## src/rtl/ipi_send_queue.sv

```systemverilog
// rtl/ipi_send_queue.sv - per-core IPI send FIFO and Wishbone write master.
// Each queued send (and/or pending IRQ ack) becomes one single-beat write to CONTROL.
module ipi_send_queue #(
  parameter int CORE_ID   = 0,
  parameter int NUM_CORES = 2,
  parameter int DEPTH     = 4,
  parameter int TIMEOUT   = 255
) (
  input  logic                     clk,
  input  logic                     rst,
  input  logic                     req_valid,
  output logic                     req_ready,
  input  logic [13:0]              req_dst,
  input  logic [15:0]              req_data,
  input  logic                     ack_req,
  output logic [$clog2(DEPTH):0]   fifo_level,
  output logic                     busy,
  output logic                     err_o,
  input  logic                     err_clr,
  output logic [16:0]              wbm_adr_o,
  output logic [31:0]              wbm_dat_o,
  output logic [3:0]               wbm_sel_o,
  output logic                     wbm_we_o,
  output logic                     wbm_cyc_o,
  output logic                     wbm_stb_o,
  output logic [2:0]               wbm_cti_o,
  output logic [1:0]               wbm_bte_o,
  input  logic                     wbm_ack_i,
  input  logic                     wbm_err_i,
  input  logic                     wbm_rty_i
);

  localparam int            AW       = $clog2(DEPTH);
  localparam logic [AW:0]   LVL_FULL = (AW+1)'(DEPTH);
  localparam logic [13:0]   NC       = 14'(NUM_CORES);
  localparam logic [7:0]    TMO      = 8'(TIMEOUT);

  typedef enum logic {S_IDLE, S_WRITE} state_t;
  state_t r_state, w_state_nxt;

  logic [29:0]   r_mem [DEPTH];
  logic [AW-1:0] r_wr_ptr, r_rd_ptr;
  logic [AW:0]   r_level;
  logic          r_ack_pending, r_err, r_cyc;
  logic [31:0]   r_dat;
  logic [7:0]    r_tmo;

  logic w_full, w_empty, w_accept, w_dst_ok, w_push, w_pop;
  logic w_start, w_done, w_fail, w_ack_clr, w_tmo_hit;

  assign w_full    = (r_level == LVL_FULL);
  assign w_empty   = (r_level == '0);
  assign w_dst_ok  = (req_dst < NC);
  assign w_accept  = req_valid & ~w_full;
  assign w_push    = w_accept & w_dst_ok;
  assign w_tmo_hit = (r_tmo == TMO);

  // Response priority inside a cycle: err > rty > ack > timeout.
  always_comb begin
    w_state_nxt = r_state;
    w_start     = 1'b0;
    w_done      = 1'b0;
    w_fail      = 1'b0;
    case (r_state)
      S_IDLE: begin
        if (!w_empty || r_ack_pending) begin
          w_start     = 1'b1;
          w_state_nxt = S_WRITE;
        end
      end
      S_WRITE: begin
        if (wbm_err_i) begin
          w_fail      = 1'b1;
          w_state_nxt = S_IDLE;
        end else if (wbm_rty_i) begin
          w_state_nxt = S_IDLE;
        end else if (wbm_ack_i) begin
          w_done      = 1'b1;
          w_state_nxt = S_IDLE;
        end else if (w_tmo_hit) begin
          w_fail      = 1'b1;
          w_state_nxt = S_IDLE;
        end
      end
      default: w_state_nxt = S_IDLE;
    endcase
  end

  // Completion only retires what the issued word actually carried.
  assign w_pop     = (w_done | w_fail) & r_dat[30];
  assign w_ack_clr = (w_done | w_fail) & r_dat[31];

  always_ff @(posedge clk) begin
    if (rst) begin
      r_state       <= S_IDLE;
      r_cyc         <= 1'b0;
      r_dat         <= '0;
      r_tmo         <= '0;
      r_wr_ptr      <= '0;
      r_rd_ptr      <= '0;
      r_level       <= '0;
      r_ack_pending <= 1'b0;
      r_err         <= 1'b0;
    end else begin
      r_state <= w_state_nxt;
      r_cyc   <= (w_state_nxt == S_WRITE);
      if (w_start) begin
        r_dat <= {r_ack_pending, ~w_empty, (w_empty ? 30'd0 : r_mem[r_rd_ptr])};
        r_tmo <= '0;
      end else if (r_state == S_WRITE) begin
        r_tmo <= r_tmo + 8'd1;
      end
      if (w_push) r_wr_ptr <= r_wr_ptr + 1'b1;
      if (w_pop)  r_rd_ptr <= r_rd_ptr + 1'b1;
      case ({w_push, w_pop})
        2'b10:   r_level <= r_level + 1'b1;
        2'b01:   r_level <= r_level - 1'b1;
        default: r_level <= r_level;
      endcase
      if (ack_req)        r_ack_pending <= 1'b1;
      else if (w_ack_clr) r_ack_pending <= 1'b0;
      if (w_fail || (w_accept && !w_dst_ok)) r_err <= 1'b1;
      else if (err_clr)                      r_err <= 1'b0;
    end
  end

  always_ff @(posedge clk) begin
    if (w_push) r_mem[r_wr_ptr] <= {req_dst, req_data};
  end

  assign req_ready  = ~w_full;
  assign fifo_level = r_level;
  assign busy       = ~w_empty | r_ack_pending | r_cyc;
  assign err_o      = r_err;
  assign wbm_adr_o  = {14'(CORE_ID), 3'b000};
  assign wbm_dat_o  = r_dat;
  assign wbm_sel_o  = 4'hF;
  assign wbm_we_o   = r_cyc;
  assign wbm_cyc_o  = r_cyc;
  assign wbm_stb_o  = r_cyc;
  assign wbm_cti_o  = 3'b111;
  assign wbm_bte_o  = 2'b00;

endmodule

```

## config.mk

```make
export PLATFORM = sky130hd
export DESIGN_NAME = ipi_send_queue
export DESIGN_NICKNAME = d
export VERILOG_FILES = /design/src/rtl/ipi_send_queue.sv
export SDC_FILE = /design/constraint.sdc
export NUM_CORES = 1
export LEC_CHECK = 0
export CORE_MARGIN = 2
export CORE_UTILIZATION = 25
export DETAILED_ROUTE_END_ITERATION = 10
export PLACE_DENSITY = 0.51
export SLEW_MARGIN = 40
export SYNTH_ARGS = -nofsm -noshare
export SYNTH_HDL_FRONTEND = slang
export SYNTH_SLANG_ARGS = --single-unit
```

## constraint.sdc

```tcl
create_clock -name clk -period 7 [get_ports clk]
set_input_delay 1.4 -clock clk [delete_from_list [all_inputs] [get_ports clk]]
set_output_delay 1.4 -clock clk [all_outputs]
set_load 0.05 [all_outputs]
```

==> results.cfg, run 1 <==
[outcome]
outcome = completed

[place]
io_buffers = 78
routabilityCongestion = 0.711
hpwlAfterDp_um = 8700

[clock_network]
clkSinkCount = 172
cts-resized-gates = 0
tritoncts = done
clk_pin_slew_ns = 0.06
cts_root_buffer = clkbuf_16
cts_hold_repair.buffers = 0
cts_made_buffers = 17
h-tree-depth = 4
cts_buffer_depth = 2
post_cts_buffers = 0
insertion_delay_ns = 0.42

[timing]
fmax_mhz = 264
finalHoldViolCount = 0
fin_crit_ns = 3.79
setup_viol_count_final = 0
tns_ns = 0
period_share = 0.542
slew_viol_final = 0
fin_worst_skew_ns = 0.00676
worstMarginPinSlew_ns = 0.656
maxSlewHeadroom = 0.561
rsz0062_at_grt = false

[synthesis]
synth_adder_area_share = 0.0146
yosys.area_share.simple = 0.0476
yosys-top-cells-area = edfxtp_1 (55%), dfxtp_1 (16%), mux4_2 (10%), a22o_1 (4.0%), buf_4 (3.2%)
async_flop_share = 0
synth_top_flop_cell = edfxtp_1
synth_xor_area_frac = 0.0121
ys_seq_elements = 172
synth-seq-area-share = 0.712
synth-compound-area-share = 0.0543
netlist.area_leader.share = 0.552
synth_edf_count = 120
synth_top_area_cell = edfxtp_1
syn_avg_cell_area_um2 = 17.2
ys_warn_count = 0
ys_top_cells_by_count = edfxtp_1 (120), dfxtp_1 (52), a22o_1 (30), mux4_2 (30), buf_4 (28)
synth_cells = 380
synth_top_family_by_area = multiplexers
muxShareOfSynthArea = 0.112
syn_area_um2 = 6520
synth.most_common_cell = edfxtp_1
ys_types = 38

[drt]
drc = 0
dr.pass1.iters = 6
viasPerCell = 4.23
num_vias = 3414
ant_nets = 0
wl_per_cell_um = 17.0
drt_wl_total_um = 13700
drt_iter0_drc = 149

[finish]
regArea_um2 = 4650
drive_above_1_share = 0.156
nFillCells = 2504
multiInputGateArea_um2 = 1690
nets = 505
syn2layout_area_growth_pct = 26.5
num_antenna_cells = 0

[floorplan]
die_w_um = 166
io_pins = 105
start_util = 0.252
num_rows = 59
die-area_um2 = 27400
core_um2 = 25800
die_h_um = 166

[grt]
grt_pass1_wl_um = 20900
antenna_found_initial = 0
grt_pass1_vias = 3634
grt_overflow = 0
grtUsageTotal = 0.105
grt_max_degree = 32

[setup_path]
crit_type = in -> reg
end_kind = flop
crit_arrival_ns = 4.13
worstSetupStartpointType = input pin
crit_required_ns = 7.34
crit_path_max_fanout = 7

[power]
p_per_area_nw_per_um2 = 268
power.leakage_nw = 2.68
finalPower_w = 0.00221
ir_worst_vdd_mv = 0.130

[flow_run]
max_cap_violations = 0

[worst_hold_path]
hold_path.class = reg -> reg
metal layers:
metal / vias to the layer above / track usage / part of all wire
met2: 86 / 0.175 / 0.50
li1: 1572 / - / -
met4: 0 / 0.0376 / 0.013
met1: 1741 / 0.130 / 0.44
met5: - / 0 / 0
met3: 15 / 0.0317 / 0.046
cells in the final DEF (no fill, tap or decap), types with 2 or more instances in the layout:
cell / synthesis / layout
xor2_1: 6 / 6
clkdlybuf4s50_1: 0 / 78
ha_1: 6 / 6
clkbuf_16: 0 / 17
clkbuf_8: 0 / 2
mux4_2: 30 / 30
nor4_1: 4 / 4
dfxtp_4: 0 / 2
o21ai_0: 6 / 6
nand3_1: 2 / 2
clkinv_1: 0 / 2
inv_1: 8 / 8
edfxtp_1: 120 / 120
conb_1: 2 / 26
xnor2_1: 3 / 3
nor2_1: 20 / 19
bufinv_16: 0 / 5
nor2b_1: 2 / 2
nand4_1: 5 / 5
nor2_2: 2 / 2
or3_1: 2 / 2
nand2_1: 5 / 5
nand2b_1: 4 / 4
and2_4: 0 / 4
mux2_1: 2 / 2
a21oi_1: 6 / 6
nor3_1: 3 / 2
a22o_1: 30 / 30
clkinvlp_4: 0 / 2
dfxtp_1: 52 / 50
mux2i_1: 2 / 2
clkinv_2: 0 / 2
registers in the layout, indices dropped and copies added, names as in the netlist, named ones only:
signal         flops
r_mem            120
err_o              1
wbm_dat_o         32
r_tmo              8
wbm_cyc_o          1
r_wr_ptr           2
fifo_level         3
r_rd_ptr           2
r_ack_pending      1
logic make-up after synthesis:
kind of cell / count (synthesis)
adder cells (fa/ha/maj): 7
multiplexers: 35
other: 2
AND/OR/NAND/NOR: 59
flip-flops: 172
AO/OA/AOI/OAI: 45
buffers and inverters: 51
XOR/XNOR: 9
path summary, 6_finish.rpt:
check,startpoint,end,slack [ns],depth (start not counted)
worst max-delay path,req_dst[4],fifo_level[2]$_SDFFE_PP0P_,3.21,11
worst min-delay path,wbm_dat_o[28]$_SDFFE_PP0P_,wbm_dat_o[28]$_SDFFE_PP0P_,0.48,1
worst max register to register,r_tmo[0]$_SDFFE_PP0P_,fifo_level[2]$_SDFFE_PP0P_,4.40,10
worst min register to register,wbm_dat_o[28]$_SDFFE_PP0P_,wbm_dat_o[28]$_SDFFE_PP0P_,0.48,1
metrics by stage:
step           area (um2)  worst slack [ns]  std cells  hold slack (ns)   util
5_1_grt              8250              3.02        808            0.495  0.319
4_1_cts              8220              3.16        807            0.482  0.318
2_1_floorplan        6610              3.81        404            0.459      -
3_3_place_gp         7570              2.77        775            0.461  0.293
3_5_place_dp         7570              2.73        775            0.466  0.293
6_report             8250              3.21        808            0.479  0.319
layout make-up:
cell class	instances	area share
Clock inverter	12	0.0232
Inverter	8	0.00364
Timing Repair Buffer	80	0.0988
Clock buffer	20	0.0553
Sequential cell	172	0.564
Tap cell	335	0.0508
Multi-Input combinational cell	181	0.205
critical path, stage by stage:
cell,delay (ns)
clkdlybuf4s50_1,0.47
nor4_1,0.55
nand4_1,0.29
nor2_2,0.32
inv_1,0.08
ha_1,0.23
inv_1,0.08
fa_1,0.18
xor2_1,0.07
or3_1,0.30
a21oi_1,0.16
where the power goes:
group	switching, W	internal, W
Sequential	0.00000352	0.00109
Combinational	0.0000659	0.0000295
Clock	0.000379	0.000650
No activity file was read; power rests on OpenSTA's default activity.
==> run 2, diff against run 1 <==
==> constraint.sdc (replaced) <==
create_clock -name clk -period 3.87 [get_ports clk]
set_input_delay 0.774 -clock clk [delete_from_list [all_inputs] [get_ports clk]]
set_output_delay 0.774 -clock clk [all_outputs]
set_load 0.05 [all_outputs]
==> results.cfg, run 2 (synthesis results as in run 1) <==
[place]
hpwlAfterDp_um = 8590
io_buffers = 78
routabilityCongestion = 0.711
placed_area_um2 = 7670

[clock_network]
tritoncts = done
h-tree-depth = 4
cts_buffer_depth = 2
clk_pin_slew_ns = 0.06
post_cts_buffers = 0
cts_root_buffer = clkbuf_16
clkSinkCount = 172
cts-resized-gates = 0
insertion_delay_ns = 0.42
cts_made_buffers = 17
cts_hold_repair.buffers = 0

[floorplan]
io_pins = 105
num_rows = 59
die-area_um2 = 27400
core_um2 = 25800
die_h_um = 166
die_w_um = 166
start_util = 0.252

[timing]
worstMarginPinSlew_ns = 0.678
rsz0062_at_grt = false
maxSlewHeadroom = 0.547
fin_worst_skew_ns = 0.00972
setup_viol_count_final = 0
fin_crit_ns = 3.08
slew_viol_final = 0
tns_ns = 0
holdWs_ns = 0.479
period_share = 0.797
finalHoldViolCount = 0
fmax_mhz = 324

[power]
p_per_area_nw_per_um2 = 459
ir_worst_vdd_mv = 0.209
power.leakage_nw = 2.70

[drt]
wl_per_cell_um = 16.5
drt_iter0_drc = 175
ant_nets = 0
drc = 0
dr.pass1.iters = 4
num_vias = 3424
viasPerCell = 4.18
drt_wl_total_um = 13500

[setup_path]
crit_path_max_fanout = 7
crit_required_ns = 4.20
crit_arrival_ns = 3.42
crit_type = in -> reg
end_kind = flop
worstSetupStartpointType = input pin

[grt]
antenna_found_initial = 0
grt_max_degree = 31
grtUsageTotal = 0.104
grt_pass1_vias = 3540
grt_pass1_wl_um = 20600
grt_overflow = 0

[finish]
top_register = r_mem
syn2layout_area_growth_pct = 26.5
num_antenna_cells = 0
largest_reg_flops = 120
final_common_cell = edfxtp_1
nets = 516
drive_above_1_share = 0.178
fin_area_um2 = 8250
layout_common_cells = edfxtp_1 (120), clkdlybuf4s50_1 (78), dfxtp_1 (50), mux4_2 (30), a22o_1 (30)

[outcome]
outcome = completed

[flow_run]
max_cap_violations = 0

[worst_hold_path]
hold_path.class = reg -> reg
run 2: layout make-up:
type	instances	area, um2
fillers	2541	17600
flip-flops and latches	172	4650
clock buffers	18	439
repair buffers	91	891
clock inverters	14	139
well taps	335	419
inverters	8	30.0
multi-input cells	181	1680
run 2: final timing paths:
check | start | endpoint | slack (ns) | depth (start not counted)
max | req_dst[2] | fifo_level[2]$_SDFFE_PP0P_ | 0.79 | 11
min | wbm_dat_o[6]$_SDFFE_PP0P_ | wbm_dat_o[6]$_SDFFE_PP0P_ | 0.48 | 1
max reg2reg | r_tmo[0]$_SDFFE_PP0P_ | fifo_level[2]$_SDFFE_PP0P_ | 1.34 | 10
min reg2reg | wbm_dat_o[6]$_SDFFE_PP0P_ | wbm_dat_o[6]$_SDFFE_PP0P_ | 0.48 | 1
run 2: metal layers:
layer	up-vias	routed length [um]	GRT usage
li1	1599	-	-
met1	1739	5820	0.125
met2	74	6880	0.176
met3	12	640	0.0332
met4	0	177	0.0376
met5	-	0	0
run 2: power breakdown:
| part | switching (W) | internal [W] |
|---|---|---|
| Combinational | 0.000118 | 0.0000521 |
| Sequential | 0.00000607 | 0.00197 |
| Clock | 0.000732 | 0.000917 |
run 2: per-stage QoR:
| step | instances | total power [W] | utilization | setup slack (ns) |
|---|---|---|---|---|
| floorplan | 404 | 0.00213 | - | 1.05 |
| global route | 819 | 0.00393 | 0.319 | 0.573 |
| finish | 819 | 0.00379 | 0.319 | 0.786 |
| detailed placement | 787 | 0.00218 | 0.297 | 0.314 |
| CTS | 819 | 0.00385 | 0.319 | 0.750 |
| global placement | 787 | 0.00218 | 0.297 | 0.365 |
run 2: critical path, stage by stage:
cell,delay (ns)
clkdlybuf4s50_1,0.48
nor4_1,0.56
nand4_1,0.26
nor2_2,0.29
inv_1,0.08
ha_1,0.22
inv_1,0.07
fa_1,0.17
xor2_1,0.07
or3_1,0.30
a21oi_1,0.13
==> run 3, diff against run 2 <==
==> constraint.sdc (replaced) <==
create_clock -name clk -period 3 [get_ports clk]
set_input_delay 0.6 -clock clk [delete_from_list [all_inputs] [get_ports clk]]
set_output_delay 0.6 -clock clk [all_outputs]
set_load 0.05 [all_outputs]
==> results.cfg, run 3 (synthesis results as in run 1) <==
[outcome]
outcome = completed

[floorplan]
io_pins = 105
die_w_um = 166
num_rows = 59
start_util = 0.252
die-area_um2 = 27400
core_um2 = 25800
die_h_um = 166

[timing]
fin_crit_ns = 2.77
rsz0062_at_grt = false
finalHoldViolCount = 0
worstMarginPinSlew_ns = 0.621
fin_worst_skew_ns = 0.0119
tns_ns = 0
period_share = 0.925
maxSlewHeadroom = 0.586
slew_viol_final = 0
setup_viol_count_final = 0
fmax_mhz = 360

[setup_path]
path_common_cell = inv_1
setup.worst_path.start = req_dst[4]
r2r-start = r_tmo[0]$_SDFFE_PP0P_
crit_path_max_fanout = 5
worstSetupStartpointType = input pin
crit_required_ns = 3.36
crit_type = in -> reg
path_cells = clkdlybuf4s50_1 -> nor4_1 -> buf_4 -> nand4_1 -> nor2_2 -> inv_1 -> ha_1 -> inv_1 -> fa_1 -> xor2_1 -> or3_1 -> a21oi_1
cp_top_family = simple AND/OR/NAND/NOR gates
crit_arrival_ns = 3.13
cp_slowest_cell = nor4_1
end_kind = flop
max_stage_delay_ns = 0.49
crit_buf_inv = 4

[place]
placed_area_um2 = 7880
hpwlAfterDp_um = 8730
dp.cells = 798
io_buffers = 78
routabilityCongestion = 0.673

[clock_network]
post_cts_buffers = 0
h-tree-depth = 4
cts-resized-gates = 0
cts_hold_repair.buffers = 0
clk_pin_slew_ns = 0.07
tritoncts = done
cts_buffer_depth = 2
clkSinkCount = 172
cts_made_buffers = 17
insertion_delay_ns = 0.42
cts_root_buffer = clkbuf_16

[grt]
grt_pass1_wl_um = 20700
grt_max_degree = 31
grt_pass1_vias = 3658
antenna_found_initial = 0
grt_overflow = 0
grtUsageTotal = 0.105

[finish]
drive_above_1_share = 0.200
final_common_cell = edfxtp_1
largest_reg_flops = 120
final_cells = 830
fin_area_um2 = 8500
layout_common_cells = edfxtp_1 (120), clkdlybuf4s50_1 (78), dfxtp_1 (50), mux4_2 (30), a22o_1 (30)
syn2layout_area_growth_pct = 30.3
nets = 527
num_antenna_cells = 0
top_register = r_mem

[drt]
drt_wl_total_um = 13600
wl_per_cell_um = 16.4
ant_nets = 0
num_vias = 3497
viasPerCell = 4.21
dr.pass1.iters = 4
drt_iter0_drc = 210
drc = 0

[power]
ir_worst_vdd_mv = 0.298
finalPower_w = 0.00506
p_per_area_nw_per_um2 = 596
power.leakage_nw = 2.81

[worst_hold_path]
hold_path.class = reg -> reg
hp-start = wbm_dat_o[3]$_SDFFE_PP0P_

[flow_run]
max_cap_violations = 0
[run 3: power by group]
part | switching [W] | internal (W) | leakage (nW)
logic | 0.000156 | 0.0000739 | 1.01
clock network | 0.00101 | 0.00128 | 0.303
registers | 0.00000629 | 0.00254 | 1.50
total | 0.00117 | 0.00389 | 2.81
[run 3: cell type report]
class                           instances  area [um2]
Clock inverter                         15         198
Timing Repair Buffer                  102        1090
Tap cell                              335         419
Inverter                                8        30.0
Fill cell                            2500       17300
Sequential cell                       172        4650
Clock buffer                           17         425
Multi-Input combinational cell        181        1680
[run 3: layer usage]
layer / track usage / vias to the layer above / share of wire
li1: - / 1622 / -
met1: 0.127 / 1774 / 0.43
met2: 0.178 / 90 / 0.51
met3: 0.0310 / 11 / 0.046
met4: 0.0353 / 0 / 0.013
met5: 0 / - / 0
[run 3: worst paths after layout]
check / cells after the start / end / slack [ns]
max reg2reg: 10 / fifo_level[2]$_SDFFE_PP0P_ / 0.51
max: 12 / fifo_level[2]$_SDFFE_PP0P_ / 0.23
min: 1 / wbm_dat_o[3]$_SDFFE_PP0P_ / 0.48
min reg2reg: 1 / wbm_dat_o[3]$_SDFFE_PP0P_ / 0.48
[run 3: worst register-to-register path, cell delays in order, from the launching register on]
cell,delay [ns]
dfxtp_1,0.37
ha_1,0.26
and4b_1,0.24
a311oi_2,0.15
nor2_2,0.16
ha_1,0.18
inv_1,0.05
fa_1,0.37
xor2_1,0.16
or3_1,0.32
a21oi_1,0.15
[run 3: per-stage QoR]
| stage | setup WS (ns) | util | hold WS [ns] |
|---|---|---|---|
| 6_report | 0.226 | 0.329 | 0.476 |
| 5_1_grt | 0.0744 | 0.329 | 0.496 |
| 4_1_cts | 0.190 | 0.329 | 0.482 |
| 3_5_place_dp | -0.230 | 0.305 | 0.465 |
| 3_3_place_gp | -0.169 | 0.304 | 0.461 |
| 2_1_floorplan | 0.185 | - | 0.459 |
